[config.mk]
export PLATFORM = sky130hd
export DESIGN_NAME = imm_decode_queue_flat
export DESIGN_NICKNAME = d
export VERILOG_FILES = /design/src/rtl/imm_decode_queue_if.sv /design/src/rtl/imm_decode_queue.sv /design/src/flat_wrapper.sv
export SDC_FILE = /design/constraint.sdc
export NUM_CORES = 1
export LEC_CHECK = 0
export BUFFER_PORTS_ARGS = -buffer_cell sky130_fd_sc_hd__buf_2
export CAP_MARGIN = 20
export CORE_ASPECT_RATIO = 0.8
export CORE_UTILIZATION = 35
export DETAILED_ROUTE_END_ITERATION = 10
export PLACE_DENSITY = 0.53
export SLEW_MARGIN = 5
export SYNTH_ARGS = -nofsm -noshare
export SYNTH_HDL_FRONTEND = slang
export SYNTH_SLANG_ARGS = --single-unit
[constraint.sdc]
create_clock -name clk -period 2.7 [get_ports clk]
set_clock_uncertainty 0.2 [all_clocks]
set_input_delay 0.135 -clock clk [delete_from_list [all_inputs] [get_ports clk]]
set_output_delay 0.135 -clock clk [all_outputs]
set_load 0.005 [all_outputs]
[src/rtl/imm_decode_queue_if.sv]
// rtl/imm_decode_queue_if.sv - instruction-in / immediate-out handshake bundle for imm_decode_queue
interface imm_decode_queue_if #(
  parameter int XLEN  = 32,
  parameter int DEPTH = 2,
  parameter int TAG_W = 32
);
  localparam int CW = $clog2(DEPTH) + 1;

  logic             in_valid;
  logic             in_ready;
  logic [31:0]      in_instr;
  logic [TAG_W-1:0] in_tag;
  logic             out_valid;
  logic             out_ready;
  logic [XLEN-1:0]  out_imm;
  logic [2:0]       out_type;
  logic             out_illegal;
  logic [TAG_W-1:0] out_tag;
  logic [CW-1:0]    count;

  modport master (
    output in_valid, in_instr, in_tag, out_ready,
    input  in_ready, out_valid, out_imm, out_type, out_illegal, out_tag, count
  );

  modport slave (
    input  in_valid, in_instr, in_tag, out_ready,
    output in_ready, out_valid, out_imm, out_type, out_illegal, out_tag, count
  );
endinterface

[src/rtl/imm_decode_queue.sv]
// rtl/imm_decode_queue.sv - RISC-V immediate decoder feeding a DEPTH-entry tagged FIFO
// Optional feature macro: ZICSR_IMM_EN (csr*i instructions decode as zero-extended Z type)
module imm_decode_queue #(
  parameter int XLEN  = 32,
  parameter int DEPTH = 2,
  parameter int TAG_W = 32
) (
  input  logic                clk,
  input  logic                rst_n,
  input  logic                flush,
  imm_decode_queue_if.slave   bus
);
  localparam int PW = (DEPTH > 1) ? $clog2(DEPTH) : 1;
  localparam int CW = $clog2(DEPTH) + 1;
  localparam logic [CW-1:0] DEPTH_C = CW'(DEPTH);

  typedef enum logic [2:0] {
    T_R = 3'd0, T_I = 3'd1, T_S = 3'd2, T_B = 3'd3,
    T_U = 3'd4, T_J = 3'd5, T_Z = 3'd6, T_ILL = 3'd7
  } imm_type_e;

  typedef struct packed {
    logic [XLEN-1:0]  imm;
    imm_type_e        typ;
    logic             illegal;
    logic [TAG_W-1:0] tag;
  } entry_t;

  entry_t          mem_q [DEPTH];
  entry_t          mem_d [DEPTH];
  logic [PW-1:0]   wr_ptr_q, wr_ptr_d, rd_ptr_q, rd_ptr_d;
  logic [CW-1:0]   count_q, count_d;

  imm_type_e       dec_type;
  logic            dec_illegal;
  logic [31:0]     imm32;
  logic [31:0]     ins;
  logic            push, pop;
  entry_t          head;

  assign ins = bus.in_instr;

  always_comb begin
    dec_type    = T_ILL;
    dec_illegal = 1'b0;
    case (ins[6:0])
      7'b0110011:                                     dec_type = T_R;
      7'b0010011, 7'b0000011, 7'b1100111, 7'b0001111: dec_type = T_I;
      7'b0100011:                                     dec_type = T_S;
      7'b1100011:                                     dec_type = T_B;
      7'b0110111, 7'b0010111:                         dec_type = T_U;
      7'b1101111:                                     dec_type = T_J;
`ifdef ZICSR_IMM_EN
      7'b1110011:                                     dec_type = ins[14] ? T_Z : T_I;
`else
      7'b1110011:                                     dec_type = T_I;
`endif
      default: begin
        dec_type    = T_ILL;
        dec_illegal = 1'b1;
      end
    endcase
  end

  // Every form is built as 32 bits whose bit 31 is the sign; Z keeps bit 31 clear.
  always_comb begin
    imm32 = '0;
    case (dec_type)
      T_I:     imm32 = {{21{ins[31]}}, ins[30:20]};
      T_S:     imm32 = {{21{ins[31]}}, ins[30:25], ins[11:7]};
      T_B:     imm32 = {{20{ins[31]}}, ins[7], ins[30:25], ins[11:8], 1'b0};
      T_U:     imm32 = {ins[31:12], 12'b0};
      T_J:     imm32 = {{12{ins[31]}}, ins[19:12], ins[20], ins[30:21], 1'b0};
      T_Z:     imm32 = {27'b0, ins[19:15]};
      default: imm32 = '0;
    endcase
  end

  assign bus.in_ready = !flush && ((count_q < DEPTH_C) || bus.out_ready);
  assign push         = bus.in_valid && bus.in_ready && !flush;
  assign pop          = bus.out_valid && bus.out_ready && !flush;

  always_comb begin
    mem_d    = mem_q;
    wr_ptr_d = wr_ptr_q;
    rd_ptr_d = rd_ptr_q;
    count_d  = count_q;
    if (flush) begin
      wr_ptr_d = '0;
      rd_ptr_d = '0;
      count_d  = '0;
    end else begin
      if (push) begin
        mem_d[wr_ptr_q].imm     = XLEN'({{32{imm32[31]}}, imm32});
        mem_d[wr_ptr_q].typ     = dec_type;
        mem_d[wr_ptr_q].illegal = dec_illegal;
        mem_d[wr_ptr_q].tag     = bus.in_tag;
        wr_ptr_d                = wr_ptr_q + 1'b1;
      end
      if (pop) begin
        rd_ptr_d = rd_ptr_q + 1'b1;
      end
      case ({push, pop})
        2'b10:   count_d = count_q + 1'b1;
        2'b01:   count_d = count_q - 1'b1;
        default: count_d = count_q;
      endcase
    end
  end

  always_ff @(posedge clk or negedge rst_n) begin
    if (!rst_n) begin
      wr_ptr_q <= '0;
      rd_ptr_q <= '0;
      count_q  <= '0;
      for (int i = 0; i < DEPTH; i++) begin
        mem_q[i] <= '0;
      end
    end else begin
      wr_ptr_q <= wr_ptr_d;
      rd_ptr_q <= rd_ptr_d;
      count_q  <= count_d;
      mem_q    <= mem_d;
    end
  end

  assign head            = mem_q[rd_ptr_q];
  assign bus.out_valid   = (count_q != '0);
  assign bus.out_imm     = bus.out_valid ? head.imm : '0;
  assign bus.out_type    = bus.out_valid ? head.typ : 3'd0;
  assign bus.out_illegal = bus.out_valid ? head.illegal : 1'b0;
  assign bus.out_tag     = bus.out_valid ? head.tag : '0;
  assign bus.count       = count_q;
endmodule

[src/flat_wrapper.sv]
// flat-port wrapper written by rule: the top's interface ports become plain ports
module imm_decode_queue_flat 
#(
  parameter int XLEN  = 32,
  parameter int DEPTH = 2,
  parameter int TAG_W = 32
)
  (clk, rst_n, flush, bus_in_valid, bus_in_instr, bus_in_tag, bus_out_ready, bus_in_ready, bus_out_valid, bus_out_imm, bus_out_type, bus_out_illegal, bus_out_tag, bus_count);
  imm_decode_queue_if #(.XLEN(XLEN), .DEPTH(DEPTH), .TAG_W(TAG_W)) bus_i ();
  input  logic clk;
  input  logic rst_n;
  input  logic flush;
  input wire logic [$bits(bus_i.in_valid)-1:0] bus_in_valid;
  input wire logic [$bits(bus_i.in_instr)-1:0] bus_in_instr;
  input wire logic [$bits(bus_i.in_tag)-1:0] bus_in_tag;
  input wire logic [$bits(bus_i.out_ready)-1:0] bus_out_ready;
  output wire logic [$bits(bus_i.in_ready)-1:0] bus_in_ready;
  output wire logic [$bits(bus_i.out_valid)-1:0] bus_out_valid;
  output wire logic [$bits(bus_i.out_imm)-1:0] bus_out_imm;
  output wire logic [$bits(bus_i.out_type)-1:0] bus_out_type;
  output wire logic [$bits(bus_i.out_illegal)-1:0] bus_out_illegal;
  output wire logic [$bits(bus_i.out_tag)-1:0] bus_out_tag;
  output wire logic [$bits(bus_i.count)-1:0] bus_count;
  assign bus_i.in_valid = bus_in_valid;
  assign bus_i.in_instr = bus_in_instr;
  assign bus_i.in_tag = bus_in_tag;
  assign bus_i.out_ready = bus_out_ready;
  assign bus_in_ready = bus_i.in_ready;
  assign bus_out_valid = bus_i.out_valid;
  assign bus_out_imm = bus_i.out_imm;
  assign bus_out_type = bus_i.out_type;
  assign bus_out_illegal = bus_i.out_illegal;
  assign bus_out_tag = bus_i.out_tag;
  assign bus_count = bus_i.count;
  imm_decode_queue #(.XLEN(XLEN), .DEPTH(DEPTH), .TAG_W(TAG_W)) u_core (.clk(clk), .rst_n(rst_n), .flush(flush), .bus(bus_i));
endmodule
=== After elaboration in Yosys (flattened, before gate mapping) ===
Index checks and enable logic that the tools add are counted.
Widths: inputs -> output; s select.

* Bitwise gates (word level): 3
* Reduce and logical (&&, ||, !) cells: 16
* Order comparisons: 4
* Eq/ne operators: 19
* Mux-type cells: 28
* Add/sub/neg operators: 4

{| class="wikitable"
|+ Operator list
! operator !! number
|-
| $bwmux 136 || 4
|-
| $demux 68 s1 || 4
|-
| $mux 68 || 4
|-
| $pmux 32 s6 || 1
|-
| $mux 32 || 3
|-
| $mux 36 || 1
|-
| $mux 33 || 1
|-
| $eq 7x7->1 const B || 4
|-
| $eq 7x6->1 const B || 3
|-
| $pmux 3 s6 || 1
|-
| $eq 7x5->1 const B || 2
|-
| $reduce_or 11->1 || 1
|-
| $eq 3x3->1 const B || 3
|-
| $eq 7x2->1 const B || 1
|-
| $eq 7x4->1 const B || 1
|-
| $eq 3x2->1 const B || 2
|-
| $logic_and 1x1->1 || 6
|-
| $mux 1 || 6
|-
| $reduce_bool 2->1 || 3
|-
| $reduce_or 5->1 || 1
|-
| $ge 2x2->1 const B || 2
|-
| $not 1->2 || 2
|-
| $pmux 2 s2 || 1
|-
| $eq 3x1->1 const B || 1
|-
| 15 further kinds || 16
|}

* Flip-flop bits (word level): 140
* Output and inout port bits: 72

=== Depth between registers and ports, before layout ===
Gate-level depths: netlist (run 1).

* Depth in word-level cells: 9
* Gate-level depth with buffers: 7

=== Worst setup path after synthesis (run 1) ===
OpenSTA, ideal clock, no wires.

* Path kind: reg2reg
* From: reg u_core.count_q[1] (netlist: u_core.bus.count[1])
* To: reg u_core.mem_q[56] (netlist name)
* Clock period less this slack: 1974 ps
* Path slack: 726 ps
* Buffers on the path: 2
* Data arrival time: 1706 ps
* Cell stages (with the launch flop): 7
* Path through: dfrtp_1 -> nor2b_2 -> or3b_1 -> clkbuf_1 -> or4_4 -> buf_6 -> nand3_1

* Cells in the longest elaborated chain, start to end: 6

{| class="wikitable"
|+ Ends and longest elaborated chain
! item !! line !! source
|-
| start, declared || imm_decode_queue.sv:32 || <nowiki>logic [CW-1:0] count_q, count_d;</nowiki>
|-
| start signal, assigned || imm_decode_queue.sv:122 || <nowiki>count_q <= count_d;</nowiki>
|-
| $lt 2x2->1 || imm_decode_queue.sv:79 || <nowiki>assign bus.in_ready = !flush && ((count_q < DEPTH_C) || bus.out_ready);</nowiki>
|-
| $logic_or 1x1->1 || imm_decode_queue.sv:79 ||
|-
| $logic_and 1x1->1 || imm_decode_queue.sv:79 ||
|-
| $logic_and 1x1->1 (2 in series) || imm_decode_queue.sv:80 || <nowiki>assign push = bus.in_valid && bus.in_ready && !flush;</nowiki>
|-
| $reduce_and 2->1 (no source line) || -- ||
|-
| end signal, assigned || imm_decode_queue.sv:123 || <nowiki>mem_q <= mem_d;</nowiki>
|-
| end, declared || imm_decode_queue.sv:29 || <nowiki>entry_t mem_q [DEPTH];</nowiki>
|}

Every way passes these cells.
A chain may end at the register's enable or synchronous reset.

=== Final worst setup path (run 1) ===
* From: reg u_core.count_q[1] (netlist: u_core.bus.count[1])
* To: reg u_core.mem_q[46] (netlist name)

The elaborated chain is that of the path after synthesis.

==> metrics.md, run 1 <==
| Metric | Value |
|---|---|
| Flop-to-flop setup slack | 0.33 ns |
| Diode count | 0 |
| Total wire length | 19.7 mm |
| Starting Density | 36.2% |
| TritonCTS Buffers | 17 |
| Syn avg cell area | ~8.9 µm² |
| Vias per inst | just under 5 |
| First-pass GRT wire length | 31.8 mm |
| Critical Path Source | u_core.bus.count[1] |
| CP peak stage delay | 0.67 ns |
| Layout area overhead | 31.8% |
| Leakage | 4.62 nW |
| CTS Sinks | 140 |
| Final Cell Area | roughly 9200 µm² |
| Setup violators final | 0 |
| Tcrit/Tclk final | slightly below 90% |
| Post-synthesis sequential area ratio | about half |
| Max-cap violations | 0 |
| Cell Chain, Critical Path | nor2b_2 > or3b_2 > nor3_1 > a22o_1 |
| Levels on crit path | 4 |
| Sum of negative setup slack | 0 ns |
| CP endpoint | u_core.mem_q[46] |
| # DRC | 0 |
| RePlAce Congestion | 0.755 |
| Post-DP Area | 7990 µm² |
| Nets@finish | between 1000 and 1500 |
| I/O pins | 141 |
| Synth warnings | 0 |
| Outcome | finished clean |
| Final Hold Fails | 0 |
| Highest-delay cell along the critical path | or3b_2 |
| Worst skew pair latency | 0.41 ns |
| Routed Antenna Nets | 0 |
| Mapped Cells | between 700 and 800 |
| CP Data Arrival Time | roughly 2.5 ns |
| Async SR Flop Fraction | 100% |
| Antenna violations before repair | 0 |
| Post-DP HPWL | 12.5 mm |
| Fmax | 0.423 GHz |
| Die Y-Extent | about 130 µm |
| Critical R2R Launch | u_core.bus.count[1] |
| Worst Setup End Kind | register |
| DR iter-0 viols | 351 |
| IO Port Bufs | 140 |
| GRT overflow | 0 |
| Worst path bufs/invs | 0 |
| # fillers | 1912 |
| Rel. slew slack | between 40 and 50% |
| Critical R2R Capture | u_core.mem_q[46] |
| Worst path required time | 2.85 ns |
| DR WL/cell | 16.0 µm |
| Clock Path Buffers | 2 |
| Root Buffer | clkbuf_16 |
| Post_cts resized | 0 |
| CP Class | reg2reg |
| Vias | 6055 |
| Gr usage total | 19.9% |
| Worst slew pin tran | approximately 0.83 ns |
| Vias in the first global route | around 5700 |
| Core area | 19300 µm² |
| RSZ-0062 raised after global routing | false |
| DRT Pass-1 Iters | 5 |
| Synthesized Nets | between 800 and 900 |
| Post-CTS setup buffer count | 0 |
| Chip width | 160 µm |
| Pin count of the biggest net entering global routing | 73 |
| Family with the most delay on the worst path | simple AND/OR/NAND/NOR gates |
| H-tree depth | 4 |
| Power Density | 676 nW/µm² |
| Clk slew on worst S/H paths | 0.06 ns |
| Layout cell share with drive strength beyond 1 | 22.3% |
| Worst Setup Start Kind | register |
| Final Power | 0.00622 W |
| Final Slew Violations | 0 |
| CTS tree | done |
| Most used DFF post-synth | dfrtp_1 |
| Min cycle time layout | 2.37 ns |
| R2R depth | 4 |
| Worst Path Max Fanout | 18 |
| Hold Crit Class | in2reg |
| Die ar. | approximately 20000 µm² |
| # rows | 45 |
| Worst vdd ir | approximately 0.00026 V |
| Synth Register Bits | 140 |
| Mapped Area | 6970 µm² |
| Synth cell types | 49 |
| Post-synth EDFFs | 0 |
[cells by family (layout without fill, tap and decap cells)]
logic type                after synthesis  in the layout  synth area share [%]
buffers and inverters                  65            258                  3.95
DFF                                   140            140                  50.2
and+or+nand+nor                       411            411                  25.3
AOI/OAI and AO/OA                      84             84                  8.68
muxes                                  80             80                  11.7
xor gates and xnor gates                1              1                 0.126
[cells in the mapped netlist (all sizes together), types with 4 or more instances]
cell    count  area [µm²]
clkbuf     26        97.6
inv         8        30.0
a21oi      10        53.8
nor3        4        25.0
a211o      11        96.3
and3       17         106
nand2     223         837
a31oi      18         113
o211ai     11        82.6
a22o       14         123
nand3      28         140
buf        31         148
dfrtp     140        3500
nor2b      10        65.1
nor2      102         383
o21ai       9        45.0
nand2b      7        43.8
mux2i      70         701
mux2       10         113
[sequential cells by signal (all words and copies together), names as in the netlist]
register and flops:
u_core.wr_ptr_q 1, u_core.mem_q 136, u_core.bus.count 2, u_core.rd_ptr_q 1
[worst reg2reg max path, cell delays in order, from the launching register on]
cell and delay (ns):
dfrtp_1 0.45, nor2b_2 0.23, or3b_2 0.67, nor3_1 0.54, a22o_1 0.22
[per-stage QoR]
stage | util (%) | hold slack, ns | setup WS (ns) | cells
after global routing | 47.8 | 0.0713 | 0.174 | 1232
after detailed placement | 41.5 | 0.0111 | 0.315 | 1142
final | 47.8 | 0.0501 | 0.334 | 1232
after floorplan | - | -0.361 | 0.726 | 781
after global placement | 41.5 | 0.0136 | 0.337 | 1142
after CTS | 47.8 | 0.0329 | 0.299 | 1232
[timing repair]
action | in CTS | in global routing
endpoints found under the setup margin | 0 | 0
hold endpoints to repair | 193 | 0
hold buffers | 58 | 0
[report_power, final]
| part | switching [W] | internal (W) | total (W) |
|---|---|---|---|
| combinational | 0.000584 | 0.000484 | 0.00107 |
| sequential | 0.000203 | 0.00246 | 0.00266 |
| clock | 0.000952 | 0.00154 | 0.00249 |
[area by class of cell]
type,instances,area (µm²),share of cell area (%)
clock buffers,20,467,5.08
clock inverters,12,160,1.74
inverters,8,30.0,0.327
multi-input cells,576,3220,35.0
flip-flops and latches,140,3510,38.1
well taps,258,323,3.51
repair buffers,218,1490,16.2
[placed cells by master (no fill, tap or decap), types with 2 or more instances in the layout]
cell           instances
clkinv_4               3
nand4b_1               2
clkinv_2               2
o31a_1                 2
or3b_2                 2
and3_1                17
bufinv_16              3
nand2_1              223
a31oi_1               18
o211ai_1              11
nor3_2                 2
a21oi_1                9
o21ai_0                9
a22o_1                14
dfrtp_1              139
nor3_1                 2
clkbuf_8               3
inv_6                  3
and2_1                 2
buf_2                139
nand3b_1               3
nor2b_1                9
nor3b_1                2
nand2b_1               7
mux2i_1               70
mux2_2                10
buf_12                 4
a211o_1               11
dlygate4sd3_1         58
buf_4                 16
clkbuf_16             17
inv_1                  8
nor2_1               101
nand3_1               28
[layer usage]
metal / global-route usage [%] / up-vias / part of all wire (%)
met5: 0 / - / 0
met3: 4.34 / 12 / 4.3
li1: - / 2986 / -
met4: 4.76 / 0 / 0.67
met2: 29.3 / 146 / 44
met1: 29.5 / 2911 / 51
[worst min path at each step]
stage | endpoint | depth (start not counted) | start
global placement | u_core.mem_q[107] | 1 | rst_n
detailed placement | u_core.mem_q[107] | 1 | rst_n
finish | u_core.mem_q[103] | 5 | bus_in_instr[0]
floorplan | u_core.bus.count[0] | 0 | rst_n
global route | u_core.mem_q[52] | 5 | bus_in_instr[0]
CTS | u_core.mem_q[103] | 5 | bus_in_instr[0]
Power figures use the tool's default switching activity.
==> inputs of run 2 (changes only) <==
- MAX_ROUTING_LAYER: not set -> met4
- PLACE_DENSITY: 0.53 -> 0.55
- clock period: 2.7 -> 2.16 ns (I/O delays scaled with it)
==> run 2 against run 1 <==
Final cell count increased by 1.8%. Sequential power increased by 25%. Worst hold slack got worse by 0.021 ns. Die area unchanged. First-iteration DRC count decreased by 4.3%. Largest cell class unchanged. Combinational power increased by 31%. Clock power increased by 15%. Register-to-register slack got worse by 0.20 ns. Utilization increased by 0.97 points. Critical endpoint is now u_core.bus.count[1]. Critical path depth increased by 3. Via count increased by 0.26%. Flip-flop and latch count unchanged.
==> metrics.md, run 2 (synthesis gave the netlist of run 1 again) <==
| Metric | Value |
|---|---|
| Outcome | finished clean |
| Worst path required time | 2.26 ns |
| GRT overflow | 0 |
| Sum of negative setup slack | 0 ns |
| Setup violators final | 0 |
| Cell Chain, Critical Path | dlygate4sd3_1 > buf_2 > nand2b_1 > dlygate4sd3_1 > nand2_1 > a21oi_1 > dlygate4sd3_1 |
| Critical Path Most Common Cell | dlygate4sd3_1 |
| Worst path bufs/invs | 4 |
| CP peak stage delay | 0.57 ns |
| Flop-to-flop setup slack | 0.13 ns |
| Post-DP HPWL | 12.7 mm |
| Leakage | 4.71 nW |
| Tcrit/Tclk final | ~98% |
| Clk slew on worst S/H paths | 0.06 ns |
| # fillers | 1920 |
| I/O pins | between 100 and 150 |
| Die ar. | 20500 µm² |
| RePlAce Congestion | 0.775 |
| DR iter-0 viols | about 340 |
| Final Slew Violations | 0 |
| Layout cell share with drive strength beyond 1 | 23.8% |
| Worst vdd ir | 0.000388 V |
| Worst setup margin | 0.0499 ns |
| TritonCTS Buffers | 17 |
| DR WL/cell | ~15 µm |
| Pin count of the biggest net entering global routing | between 50 and 60 |
| Worst slew pin tran | 0.646 ns |
| Top reg by flops | u_core.mem_q |
| Die Y-Extent | 128 µm |
| IO Port Bufs | 140 |
| Max-cap violations | 0 |
| Final Hold Fails | 0 |
| Critical Path Source | bus_in_valid |
| Vias per inst | 4.84 |
| Critical R2R Launch | u_core.bus.count[1] |
| # rows | 45 |
| Most common cell after layout, fill and taps aside | nand2_1 |
| Core area | 19300 µm² |
| Max FFs per register | approximately 140 |
| Family with the most delay on the worst path | buffers and inverters |
| Rel. slew slack | 56.9% |
| Total wire length | 19.3 mm |
| Min cycle time layout | approximately 2.1 ns |
| CP Class | in2reg |
| Power Density | 809 nW/µm² |
| Highest-delay cell along the critical path | dlygate4sd3_1 |
| RSZ-0062 raised after global routing | false |
| Worst slack, placed | 0.0333 ns |
| Worst Setup Start Kind | input port |
| Vias | 6071 |
| # DRC | 0 |
| Antenna violations before repair | 0 |
| Clock Path Buffers | 2 |
| Hold Crit Class | in2reg |
| Worst Setup End Kind | register |
| H-tree depth | 4 |
| CTS tree | done |
| CTS Sinks | 140 |
| Fmax | 0.474 GHz |
| Hold Crit Start | bus_in_instr[4] |
| Routed Antenna Nets | 0 |
| Diode count | 0 |
| Gr usage total | 20.3% |
| Commonest cells after routing, fill and taps aside | nand2_1, buf_2, dfrtp_1, nor2_1, mux2i_1 |
| Root Buffer | clkbuf_16 |
| Chip width | 160 µm |
| Worst Path Max Fanout | 5 |
| First-pass GRT wire length | between 30 and 40 mm |
| Starting Density | 36.2% |
| CP Data Arrival Time | 2.21 ns |
| Nets@finish | ~1100 |
| Vias in the first global route | 5783 |
| Worst skew pair latency | around 0.42 ns |
| DRT Pass-1 Iters | 6 |
| Layout area overhead | 34.5% |
-- run 2: worst min-delay path, cell delays in order --
cell	delay (ns)
buf_2	0.18
nand4_1	0.11
a31o_2	0.16
a21oi_1	0.06
-- run 2: worst paths after layout --
check	endpoint	cells past startpoint
setup / recovery	u_core.bus.count[1]	7
hold / removal	u_core.mem_q[115]	4
setup reg to reg	u_core.mem_q[113]	4
hold reg to reg	u_core.mem_q[92]	2
max in group asynchronous	u_core.mem_q[72]	3
min in group asynchronous	u_core.mem_q[39]	3
-- run 2: per-layer routing --
| metal | track usage, % | routed length (µm) | share of wire [%] |
|---|---|---|---|
| met5 | - | 0 | 0 |
| met4 | 4.37 | 123 | 0.64 |
| met3 | 4.76 | 1070 | 5.6 |
| met2 | 28.7 | 8400 | 44 |
| met1 | 29.2 | 9680 | 50 |
-- run 2: repair_timing --
item | CTS | global route
buffers inserted | 0 | 7
endpoints found under the setup margin | 0 | 10
hold buffers | 61 | 0
gates resized for setup | 0 | 1
hold endpoints to repair | 266 | 0
-- run 2: layout make-up --
type / instances / area, µm² / share of cell area, %
Sequential cell: 140 / 3510 / 37.4
Multi-Input combinational cell: 576 / 3230 / 34.4
Timing Repair Buffer: 240 / 1720 / 18.3
Clock buffer: 18 / 429 / 4.57
Tap cell: 258 / 323 / 3.44
Clock inverter: 14 / 146 / 1.56
Inverter: 8 / 30.0 / 0.320
-- run 2: report_power, final --
part / switching (W) / total [W] / internal, W
combinational: 0.000746 / 0.00140 / 0.000656
clock: 0.00117 / 0.00287 / 0.00170
sequential: 0.000246 / 0.00332 / 0.00307
total: 0.00217 / 0.00759 / 0.00543
-- run 2: stage by stage --
step	std cells	hold slack (ns)	total power (W)	utilization (%)	area, µm²
3_3_place_gp	1154	-0.144	0.00465	42.2	8130
4_1_cts	1247	0.0148	0.00764	48.4	9320
6_report	1254	0.0287	0.00759	48.7	9380
5_1_grt	1254	0.0445	0.00800	48.7	9380
3_5_place_dp	1154	-0.149	0.00467	42.2	8130
2_1_floorplan	781	-0.388	0.00411	-	6970
==> inputs of run 3 (changes only) <==
- CORE_ASPECT_RATIO: 0.8 -> 2
- CORE_MARGIN: not set -> 1
==> run 3 against run 2 <==
Power shrank 2.4%. Critical path depth shrank 2. Cell area is 0.40% lower. Flip-flop and latch count unchanged. Final cell count hardly changed. Largest cell class unchanged. Highest routed layer unchanged.
==> metrics.md, run 3 (synthesis gave the netlist of run 1 again) <==
| Metric | Value |
|---|---|
| Power Density | 793 nW/µm² |
| Final Hold Fails | 0 |
| RSZ-0062 raised after global routing | false |
| Chip width | 102 µm |
| Cell Chain, Critical Path | buf_4 > nor2_4 > buf_12 > nor2_1 > buf_2 |
| Max FFs per register | about 140 |
| Vias in the first global route | 6364 |
| Final Slew Violations | 0 |
| Family with the most delay on the worst path | buffers and inverters |
| First-pass GRT wire length | approximately 32 mm |
| Worst vdd ir | 0.000531 V |
| Sum of negative setup slack | 0 ns |
| GRT overflow | 0 |
| IO Port Bufs | 140 |
| Worst Setup End Kind | output pin |
| CTS Sinks | 140 |
| Vias per inst | 4.85 |
| Rel. slew slack | 53.7% |
| DRT Pass-1 Iters | 5 |
| Layout cell share with drive strength beyond 1 | 23.2% |
| Worst skew pair latency | 0.41 ns |
| Max-cap violations | 0 |
| Most common cell after layout, fill and taps aside | nand2_1 |
| Flop-to-flop setup slack | 0.15 ns |
| Worst Path Max Fanout | 44 |
| Layout area overhead | 34.0% |
| Tcrit/Tclk final | 96.1% |
| CP peak stage delay | 0.37 ns |
| CP Class | reg2out |
| Worst Setup Start Kind | register |
| Diode count | 0 |
| Highest-delay cell along the critical path | dfrtp_1 |
| Starting Density | 35.8% |
| Clock Path Buffers | 2 |
| H-tree depth | 4 |
| Final Power | 0.00741 W |
| Worst path required time | 1.85 ns |
| # DRC | 0 |
| Setup violators final | 0 |
| DR WL/cell | 16.2 µm |
| Clk slew on worst S/H paths | 0.06 ns |
| Die ar. | between 20000 and 25000 µm² |
| Root Buffer | clkbuf_16 |
| Total wire length | 20.3 mm |
| Worst path bufs/invs | 3 |
| CP Data Arrival Time | 1.77 ns |
| Post-DP HPWL | roughly 14 mm |
| Hold Crit Class | in2async |
| RePlAce Congestion | 0.843 |
| Pin count of the biggest net entering global routing | 62 |
| Nets@finish | between 1000 and 1500 |
| # rows | 72 |
| CTS tree | done |
| Gr usage total | 21.3% |
| Outcome | finished clean |
| Antenna violations before repair | 0 |
| Vias | 6074 |
| Min cycle time layout | 2.08 ns |
| Routed Antenna Nets | 0 |
| Fmax | 0.482 GHz |
| I/O pins | ~140 |
| Worst slew pin tran | 0.687 ns |
| Die Y-Extent | approximately 200 µm |
| Top reg by flops | u_core.mem_q |
| TritonCTS Buffers | 17 |
| DR iter-0 viols | 268 |
| Commonest cells after routing, fill and taps aside | nand2_1, buf_2, dfrtp_1, nor2_1, mux2i_1 |
| Core area | a little under 20000 µm² |
| Leakage | around 4.7 nW |
[run 3: per-layer routing]
layer,vias to the layer above,wire length [µm],GRT usage [%]
met3,37,557,3.20
met5,-,0,-
met1,2895,7830,22.8
li1,3012,-,-
met4,0,714,10.1
met2,130,11200,37.7
[run 3: worst reg2reg max path: stages (launching register included)]
cell and delay [ns]:
dfrtp_1 0.37, nor2b_2 0.19, or3b_2 0.53, or4_4 0.54
nand3_1 0.12
[run 3: report_power, final]
group / switching, W / internal, W
Clock: 0.00106 / 0.00163
Sequential: 0.000243 / 0.00307
Combinational: 0.000753 / 0.000652
Total: 0.00205 / 0.00536
[run 3: timing repair]
action                     in CTS  in global routing
hold buffers                   61                  0
hold endpoints to repair      267                  0
gates resized for setup         0                  2
buffers inserted                3                  0
setup endpoints to repair       1                  6
[run 3: final cells by class]
type | instances | area [µm²]
multi-input combinational | 576 | 3230
timing repair buffer | 238 | 1720
tap | 259 | 324
clock inverter | 8 | 67.6
clock buffer | 24 | 472
inverter | 8 | 30.0
fill | 1976 | 10100
sequential | 140 | 3510
[run 3: metrics by stage]
stage	instances	instance area, µm²	hold WS (ns)	util (%)	worst slack, ns
6_report	1253	9340	0.0355	48.0	0.0847
5_1_grt	1253	9340	0.0566	48.0	0.0123
4_1_cts	1253	9340	0.0304	48.0	0.0284
3_5_place_dp	1157	8160	-0.177	41.9	0.0701
3_3_place_gp	1157	8160	-0.174	41.9	0.104
2_1_floorplan	781	6970	-0.388	-	0.186
[run 3: final timing paths]
check / start / endpoint / depth (start not counted)
max: u_core.bus.count[1] / bus_out_type[2] / 5
min: rst_n / u_core.mem_q[130] / 3
max reg2reg: u_core.bus.count[1] / u_core.mem_q[66] / 4
min reg2reg: u_core.mem_q[6] / u_core.mem_q[6] / 2
max in group asynchronous: rst_n / u_core.mem_q[48] / 3
min in group clk: bus_in_instr[2] / u_core.mem_q[101] / 4
